$ cat config.mk
export PLATFORM = sky130hd
export DESIGN_NAME = vreduction_wb_buffer_flat
export DESIGN_NICKNAME = d
export VERILOG_FILES = /design/src/rtl/vreduction_wb_buffer_if.sv /design/src/rtl/vreduction_wb_buffer.sv /design/src/flat_wrapper.sv
export SDC_FILE = /design/constraint.sdc
export NUM_CORES = 2
export LEC_CHECK = 0
export BUFFER_PORTS_ARGS = -buffer_cell sky130_fd_sc_hd__buf_2
export CORE_MARGIN = 3
export CORE_UTILIZATION = 45
export DETAILED_ROUTE_END_ITERATION = 16
export GPL_ROUTABILITY_DRIVEN = 0
export PLACE_DENSITY = 0.63
export SLEW_MARGIN = 20
export SYNTH_ARGS = -nofsm -noshare
export SYNTH_HDL_FRONTEND = slang
export SYNTH_SLANG_ARGS = --single-unit
$ cat constraint.sdc
create_clock -name CLK -period 38 [get_ports CLK]
set_input_delay 1.9 -clock CLK [delete_from_list [all_inputs] [get_ports CLK]]
set_output_delay 1.9 -clock CLK [all_outputs]
set_load 0.02 [all_outputs]
$ cat src/rtl/vreduction_wb_buffer_if.sv
// Handshake bundle between the reduction unit, the writeback buffer and the VRF writeback port.
// The master side drives issue, result and writeback-ready. The slave side is the buffer.
interface vreduction_wb_buffer_if #(
   parameter int unsigned TAG_W  = 5,
   parameter int unsigned DATA_W = 512
);
   logic              issue_valid;
   logic [TAG_W-1:0]  issue_tag;
   logic              issue_ok;
   logic              red_valid;
   logic [DATA_W-1:0] red_vector;
   logic              wb_valid;
   logic              wb_ready;
   logic [TAG_W-1:0]  wb_tag;
   logic [DATA_W-1:0] wb_data;

   modport master (
      output issue_valid, issue_tag, red_valid, red_vector, wb_ready,
      input  issue_ok, wb_valid, wb_tag, wb_data
   );

   modport slave (
      input  issue_valid, issue_tag, red_valid, red_vector, wb_ready,
      output issue_ok, wb_valid, wb_tag, wb_data
   );
endinterface

$ cat src/rtl/vreduction_wb_buffer.sv
// Writeback buffer for the vector reduction unit.
// Results from the reduction unit are paired with the destination tag recorded at issue time.
// They are then queued and drained to the VRF writeback port in issue order. Upstream credit
// (issue_ok) guarantees that the non-stallable reduction unit never overruns the buffer.
// Optional feature: define VRED_WB_BYPASS_EN to forward a result combinationally to the
// writeback port when the queue is empty.
module vreduction_wb_buffer #(
   parameter int unsigned NUM_ELEMENTS = 32,
   parameter int unsigned DEPTH        = 4,
   parameter int unsigned TAG_W        = 5,
   localparam int unsigned DATA_W      = NUM_ELEMENTS * 16,
   localparam int unsigned CNT_W       = $clog2(DEPTH + 1)
) (
   input  logic                 CLK,
   input  logic                 RST,
   vreduction_wb_buffer_if.slave bus,
   output logic [CNT_W-1:0]     occupancy,
   output logic [CNT_W-1:0]     inflight,
   output logic                 err_overflow,
   output logic                 err_orphan
);

   localparam int unsigned PTR_W = $clog2(DEPTH);

   // Tag FIFO: destination tags of ops issued but not yet returned
   logic [TAG_W-1:0]  tag_mem [DEPTH];
   logic [PTR_W-1:0]  tag_wr_ptr_q, tag_wr_ptr_d, tag_rd_ptr_q, tag_rd_ptr_d;
   // Data FIFO: completed {tag, vector} entries awaiting writeback
   logic [TAG_W-1:0]  dtag_mem [DEPTH];
   logic [DATA_W-1:0] data_mem [DEPTH];
   logic [PTR_W-1:0]  data_wr_ptr_q, data_wr_ptr_d, data_rd_ptr_q, data_rd_ptr_d;

   logic [CNT_W-1:0]  occupancy_q, occupancy_d, inflight_q, inflight_d;
   logic              err_overflow_q, err_overflow_d, err_orphan_q, err_orphan_d;

   logic [CNT_W:0]    credit_sum;
   logic              issue_acc, issue_drop, red_match, red_orphan;
   logic              fifo_full, fifo_nonempty, store_pop;
   logic              bypass_hit, bypass_take, push_req, push_drop, data_push;
   logic [TAG_W-1:0]  head_tag;

   // Credit is derived from registered counts only, so a same-cycle pop frees credit next cycle
   assign credit_sum    = {1'b0, occupancy_q} + {1'b0, inflight_q};
   assign bus.issue_ok  = credit_sum < (CNT_W + 1)'(DEPTH);
   assign issue_acc     = bus.issue_valid & bus.issue_ok;
   assign issue_drop    = bus.issue_valid & ~bus.issue_ok;
   assign red_match     = bus.red_valid & (inflight_q != '0);
   assign red_orphan    = bus.red_valid & (inflight_q == '0);
   assign head_tag      = tag_mem[tag_rd_ptr_q];
   assign fifo_full     = occupancy_q == CNT_W'(DEPTH);
   assign fifo_nonempty = occupancy_q != '0;
   assign store_pop     = fifo_nonempty & bus.wb_ready;

`ifdef VRED_WB_BYPASS_EN
   assign bypass_hit  = ~fifo_nonempty & red_match;
   assign bypass_take = bypass_hit & bus.wb_ready;
`else
   assign bypass_hit  = 1'b0;
   assign bypass_take = 1'b0;
`endif

   // A bypassed result accepted immediately is never stored
   assign push_req  = red_match & ~bypass_take;
   // Unreachable while credits are honoured; kept as a safety net
   assign push_drop = push_req & fifo_full & ~store_pop;
   assign data_push = push_req & ~push_drop;

   // Writeback port: stored head entry, else bypassed result, else zero
   always_comb begin
      bus.wb_valid = fifo_nonempty | bypass_hit;
      bus.wb_tag   = '0;
      bus.wb_data  = '0;
      if (fifo_nonempty) begin
         bus.wb_tag  = dtag_mem[data_rd_ptr_q];
         bus.wb_data = data_mem[data_rd_ptr_q];
      end else if (bypass_hit) begin
         bus.wb_tag  = head_tag;
         bus.wb_data = bus.red_vector;
      end
   end

   // Next-state for pointers, counters and sticky errors
   always_comb begin
      tag_wr_ptr_d   = tag_wr_ptr_q;
      tag_rd_ptr_d   = tag_rd_ptr_q;
      data_wr_ptr_d  = data_wr_ptr_q;
      data_rd_ptr_d  = data_rd_ptr_q;
      inflight_d     = inflight_q;
      occupancy_d    = occupancy_q;
      err_overflow_d = err_overflow_q | issue_drop | push_drop;
      err_orphan_d   = err_orphan_q | red_orphan;

      if (issue_acc) tag_wr_ptr_d = tag_wr_ptr_q + PTR_W'(1);
      if (red_match) tag_rd_ptr_d = tag_rd_ptr_q + PTR_W'(1);
      if (data_push) data_wr_ptr_d = data_wr_ptr_q + PTR_W'(1);
      if (store_pop) data_rd_ptr_d = data_rd_ptr_q + PTR_W'(1);

      case ({issue_acc, red_match})
         2'b10:   inflight_d = inflight_q + CNT_W'(1);
         2'b01:   inflight_d = inflight_q - CNT_W'(1);
         default: inflight_d = inflight_q;
      endcase

      case ({data_push, store_pop})
         2'b10:   occupancy_d = occupancy_q + CNT_W'(1);
         2'b01:   occupancy_d = occupancy_q - CNT_W'(1);
         default: occupancy_d = occupancy_q;
      endcase
   end

   // Control state register with asynchronous reset
   always_ff @(posedge CLK or posedge RST) begin
      if (RST) begin
         tag_wr_ptr_q   <= '0;
         tag_rd_ptr_q   <= '0;
         data_wr_ptr_q  <= '0;
         data_rd_ptr_q  <= '0;
         inflight_q     <= '0;
         occupancy_q    <= '0;
         err_overflow_q <= 1'b0;
         err_orphan_q   <= 1'b0;
      end else begin
         tag_wr_ptr_q   <= tag_wr_ptr_d;
         tag_rd_ptr_q   <= tag_rd_ptr_d;
         data_wr_ptr_q  <= data_wr_ptr_d;
         data_rd_ptr_q  <= data_rd_ptr_d;
         inflight_q     <= inflight_d;
         occupancy_q    <= occupancy_d;
         err_overflow_q <= err_overflow_d;
         err_orphan_q   <= err_orphan_d;
      end
   end

   // Storage arrays, not reset; the outputs are gated by occupancy instead
   always_ff @(posedge CLK) begin
      if (issue_acc) tag_mem[tag_wr_ptr_q] <= bus.issue_tag;
      if (data_push) begin
         dtag_mem[data_wr_ptr_q] <= head_tag;
         data_mem[data_wr_ptr_q] <= bus.red_vector;
      end
   end

   assign occupancy    = occupancy_q;
   assign inflight     = inflight_q;
   assign err_overflow = err_overflow_q;
   assign err_orphan   = err_orphan_q;

endmodule

$ cat src/flat_wrapper.sv
// flat-port wrapper written by rule: the top's interface ports become plain ports
module vreduction_wb_buffer_flat 
#(
   parameter int unsigned NUM_ELEMENTS = 32,
   parameter int unsigned DEPTH        = 4,
   parameter int unsigned TAG_W        = 5,
   localparam int unsigned DATA_W      = NUM_ELEMENTS * 16,
   localparam int unsigned CNT_W       = $clog2(DEPTH + 1)
)
  (CLK, RST, occupancy, inflight, err_overflow, err_orphan, bus_issue_valid, bus_issue_tag, bus_red_valid, bus_red_vector, bus_wb_ready, bus_issue_ok, bus_wb_valid, bus_wb_tag, bus_wb_data);
  vreduction_wb_buffer_if #(.TAG_W(TAG_W), .DATA_W(512)) bus_i ();
  input  logic CLK;
  input  logic RST;
  output logic [CNT_W-1:0] occupancy;
  output logic [CNT_W-1:0] inflight;
  output logic err_overflow;
  output logic err_orphan;
  input wire logic [$bits(bus_i.issue_valid)-1:0] bus_issue_valid;
  input wire logic [$bits(bus_i.issue_tag)-1:0] bus_issue_tag;
  input wire logic [$bits(bus_i.red_valid)-1:0] bus_red_valid;
  input wire logic [$bits(bus_i.red_vector)-1:0] bus_red_vector;
  input wire logic [$bits(bus_i.wb_ready)-1:0] bus_wb_ready;
  output wire logic [$bits(bus_i.issue_ok)-1:0] bus_issue_ok;
  output wire logic [$bits(bus_i.wb_valid)-1:0] bus_wb_valid;
  output wire logic [$bits(bus_i.wb_tag)-1:0] bus_wb_tag;
  output wire logic [$bits(bus_i.wb_data)-1:0] bus_wb_data;
  assign bus_i.issue_valid = bus_issue_valid;
  assign bus_i.issue_tag = bus_issue_tag;
  assign bus_i.red_valid = bus_red_valid;
  assign bus_i.red_vector = bus_red_vector;
  assign bus_i.wb_ready = bus_wb_ready;
  assign bus_issue_ok = bus_i.issue_ok;
  assign bus_wb_valid = bus_i.wb_valid;
  assign bus_wb_tag = bus_i.wb_tag;
  assign bus_wb_data = bus_i.wb_data;
  vreduction_wb_buffer #(.NUM_ELEMENTS(NUM_ELEMENTS), .DEPTH(DEPTH), .TAG_W(TAG_W)) u_core (.CLK(CLK), .RST(RST), .bus(bus_i), .occupancy(occupancy), .inflight(inflight), .err_overflow(err_overflow), .err_orphan(err_orphan));
endmodule
==> qor.csv <==
stage;metric;value;unit
critical_path;Worst EP arrival;5.28;ns
run;max cap viols;0;
critical_path;CP Data Required Time;36.10;ns
sta;Worst Skew;0.0318;ns
critical_path;Startpoint Class;flip-flop;
sta;setup TNS;0;ns
synth;sequential fraction of the synthesis area;0.785;
place;Placed Area;87400;µm²
sta;setup violators final;0;
detailed_routing;DRT iter0 DRCs;2856;
cts;postcts setup bufs;0;
cts;CTS buffer count;210;
sta;final worst path period need;7.18;ns
cts;CTS Sinks;2104;
sta;RSZ-0062 raised after global routing;false;
hold_path;min-delay worst type;reg -> reg;
critical_path;crit end category;output port;
place;estimated wirelength of the detail-placed design;117000;µm
synth;synthesized flop and latch total;2104;
finish;design area;94000;µm²
die;Std-Cell Rows;154;
grt;grt ovf;0;
sta;FMAX;139;MHz
critical_path;most frequent CP cell;buf_4;
synth;post-synth cell types;34;
critical_path;Max stage delay cell, worst path;dfrtp_4;
detailed_routing;vias per inst;5.34;
synth;Synth Instances;3401;
power_and_ir_drop;total chip power;8100;µW
synth;Post-Syn Nets;3936;
run_status;status;completed;
critical_path;CP cell instances;buf_4, buf_4, buf_4, mux4_2, and2_1, buf_2;
detailed_routing;number of nets with antenna violations after routing;0;
critical_path;worst-path fanout max;45;
sta;final max-slew violation count;0;
sta;Rel. slew slack;0.203;
grt;largest net degree at the start of global routing;166;
finish;nets;5070;
cts;post-CTS sizing;0;
die;core area;177000;µm²
sta;Fin. Hold Viols;0;
cts;Max Buffers Root-to-Sink;3;
grt;vias in the first global route;39400;
die;Die Ht;429;µm
detailed_routing;WL/cell;26.2;µm
critical_path;critical path's largest stage delay;0.97;ns
cts;clock-pin slew on the worst setup and hold paths;0.06;ns
synth;Mapped Area;80400;µm²
finish;share of layout cells above drive strength 1;0.406;
power_and_ir_drop;Leak Pwr;0.0318;µW
detailed_routing;DRT Wirelength;186000;µm
cts;insertion delay to the later sink of the worst-skew pair;0.84;ns
synth;Synth Area per Inst;23.6;µm²
die;Chip Width;429;µm
place;IO buf count;1048;
power_and_ir_drop;worst-case vdd ir drop;0.0627;mV
die;die area;184000;µm²
cts;hold_buf cts;0;
die;I/O pin cnt;1049;
finish;P&R area growth vs syn;17.0;%
synth;Yosys Warn Count;0;
grt;gr usage total;0.202;
sta;worst slew pin tran;1.20;ns
die;Initial Utilization;0.454;
cts;CTS tree;done;
cts;Root Driver;clkbuf_16;
grt;initial antenna violation count;125;
grt;first-pass GRT wire length;273000;µm
detailed_routing;routed vias;37900;
cts;H-tree depth;4;
critical_path;critical path class;reg -> out;
power_and_ir_drop;PD cells;86.1;nW/µm²
sta;minimum hold slack;0.467;ns
detailed_routing;DRT Pass-1 Iters;5;
detailed_routing;DRC viols;0;
sta;Final Cycle Share;0.189;
placed cells by master (no fill, tap or decap), drive strengths merged, types with 6 or more instances in the layout:
master	netlist	layout
edfxtp	2088	2088
buf	120	1099
mux4	522	522
and2	522	522
clkbuf	57	260
clkinv	0	103
diode	0	58
inv	14	24
dfrtp	16	16
ha	11	11
xnor2	9	9
bufinv	0	9
nand2	6	6
area by class of cell:
cell class                      instances  area, µm²
Clock buffer                          260       5530
Clock inverter                        126        913
Timing Repair Buffer                 1099       5760
Multi-Input combinational cell       1106      15600
Sequential cell                      2104      63100
Fill cell                           13800      82900
Inverter                               14       52.6
Antenna cell                           58        145
Tap cell                             2340       2930
worst max-delay path, delay by kind of cell (launching register included):
kind,cells,cell delay (ns)
buffers and inverters,4,2.55
muxes,1,0.59
DFF,1,0.97
and+or+nand+nor,1,0.20
flip-flops by register name (all words and copies together) (netlist names):
name and count:
u_core.err_overflow 1, u_core.occupancy 3, u_core.data_mem 2048, u_core.data_wr_ptr_q 2, u_core.data_rd_ptr_q 2, u_core.inflight 3
u_core.dtag_mem 20, u_core.tag_mem 20, u_core.tag_wr_ptr_q 2, u_core.tag_rd_ptr_q 2, u_core.err_orphan 1
final timing paths:
| check | end | from | slack [ns] | cells after the start |
|---|---|---|---|---|
| worst max-delay path | bus_wb_data[166] | u_core.data_rd_ptr_q[0] | 30.82 | 6 |
| worst min-delay path | u_core.err_orphan | u_core.err_orphan | 0.47 | 1 |
| worst max register to register | u_core.data_mem[1][302] | u_core.inflight[0] | 33.20 | 6 |
| worst min register to register | u_core.err_orphan | u_core.err_orphan | 0.47 | 1 |
| max in group asynchronous | u_core.data_rd_ptr_q[0] | RST | 36.29 | 2 |
| min in group asynchronous | u_core.err_orphan | RST | 1.19 | 2 |
report_power, final:
| part | switching [µW] | leakage, µW | internal [µW] |
|---|---|---|---|
| Sequential | 120 | 0.0193 | 3070 |
| Combinational | 1820 | 0.00941 | 1140 |
| Clock | 846 | 0.00315 | 1090 |
| Total | 2790 | 0.0318 | 5300 |
metrics by stage:
| stage | util | setup slack, ns | cells |
|---|---|---|---|
| 6_report | 0.531 | 30.82 | 7107 |
| 2_1_floorplan | - | 22.72 | 3401 |
| 3_5_place_dp | 0.494 | 31.41 | 6662 |
| 5_1_grt | 0.531 | 30.20 | 7082 |
| 3_3_place_gp | 0.494 | 31.44 | 6662 |
| 4_1_cts | 0.530 | 30.47 | 7048 |
synthesized netlist by cell type:
cell | instances | area share
a21o_1 | 1 | 0.000093
o21bai_1 | 1 | 0.000093
inv_1 | 13 | 0.00061
xor2_1 | 2 | 0.00022
ha_1 | 11 | 0.0017
nor3_1 | 1 | 0.000062
and2_1 | 522 | 0.041
mux2i_1 | 1 | 0.00012
inv_2 | 1 | 0.000047
buf_1 | 1 | 0.000047
buf_12 | 55 | 0.014
mux2_2 | 1 | 0.00014
mux4_2 | 522 | 0.15
xnor2_1 | 9 | 0.00098
buf_6 | 3 | 0.00042
and3_1 | 5 | 0.00039
a31oi_1 | 2 | 0.00016
edfxtp_1 | 2088 | 0.78
o211ai_1 | 4 | 0.00037
clkbuf_1 | 57 | 0.0027
nand3_1 | 5 | 0.00031
o21ai_0 | 2 | 0.00012
nor4_4 | 1 | 0.00026
o31ai_4 | 1 | 0.00026
buf_2 | 57 | 0.0035
buf_4 | 4 | 0.00037
nor2_1 | 2 | 0.000093
or3_1 | 2 | 0.00016
a41o_1 | 1 | 0.00012
nand2_1 | 6 | 0.00028
nand3b_1 | 1 | 0.000093
dfrtp_1 | 16 | 0.0050
fa_1 | 2 | 0.00050
o31a_1 | 1 | 0.00011
cell families after synthesis:
family	Yosys count	synth area share
DFF	2104	0.785
AOI/OAI and AO/OA	13	0.00134
xor gates and xnor gates	11	0.00120
and+or+nand+nor	545	0.0423
muxes	524	0.147
buffers and inverters	191	0.0214
adders and majority gates	13	0.00221
routing by layer:
layer	routed length, µm	track usage	vias up
met2	94500	0.332	1235
met1	71200	0.250	19800
met4	6430	0.0769	60
met3	14000	0.0648	415
met5	383	0	-
li1	-	-	16400
Power figures use the tool's default switching activity.
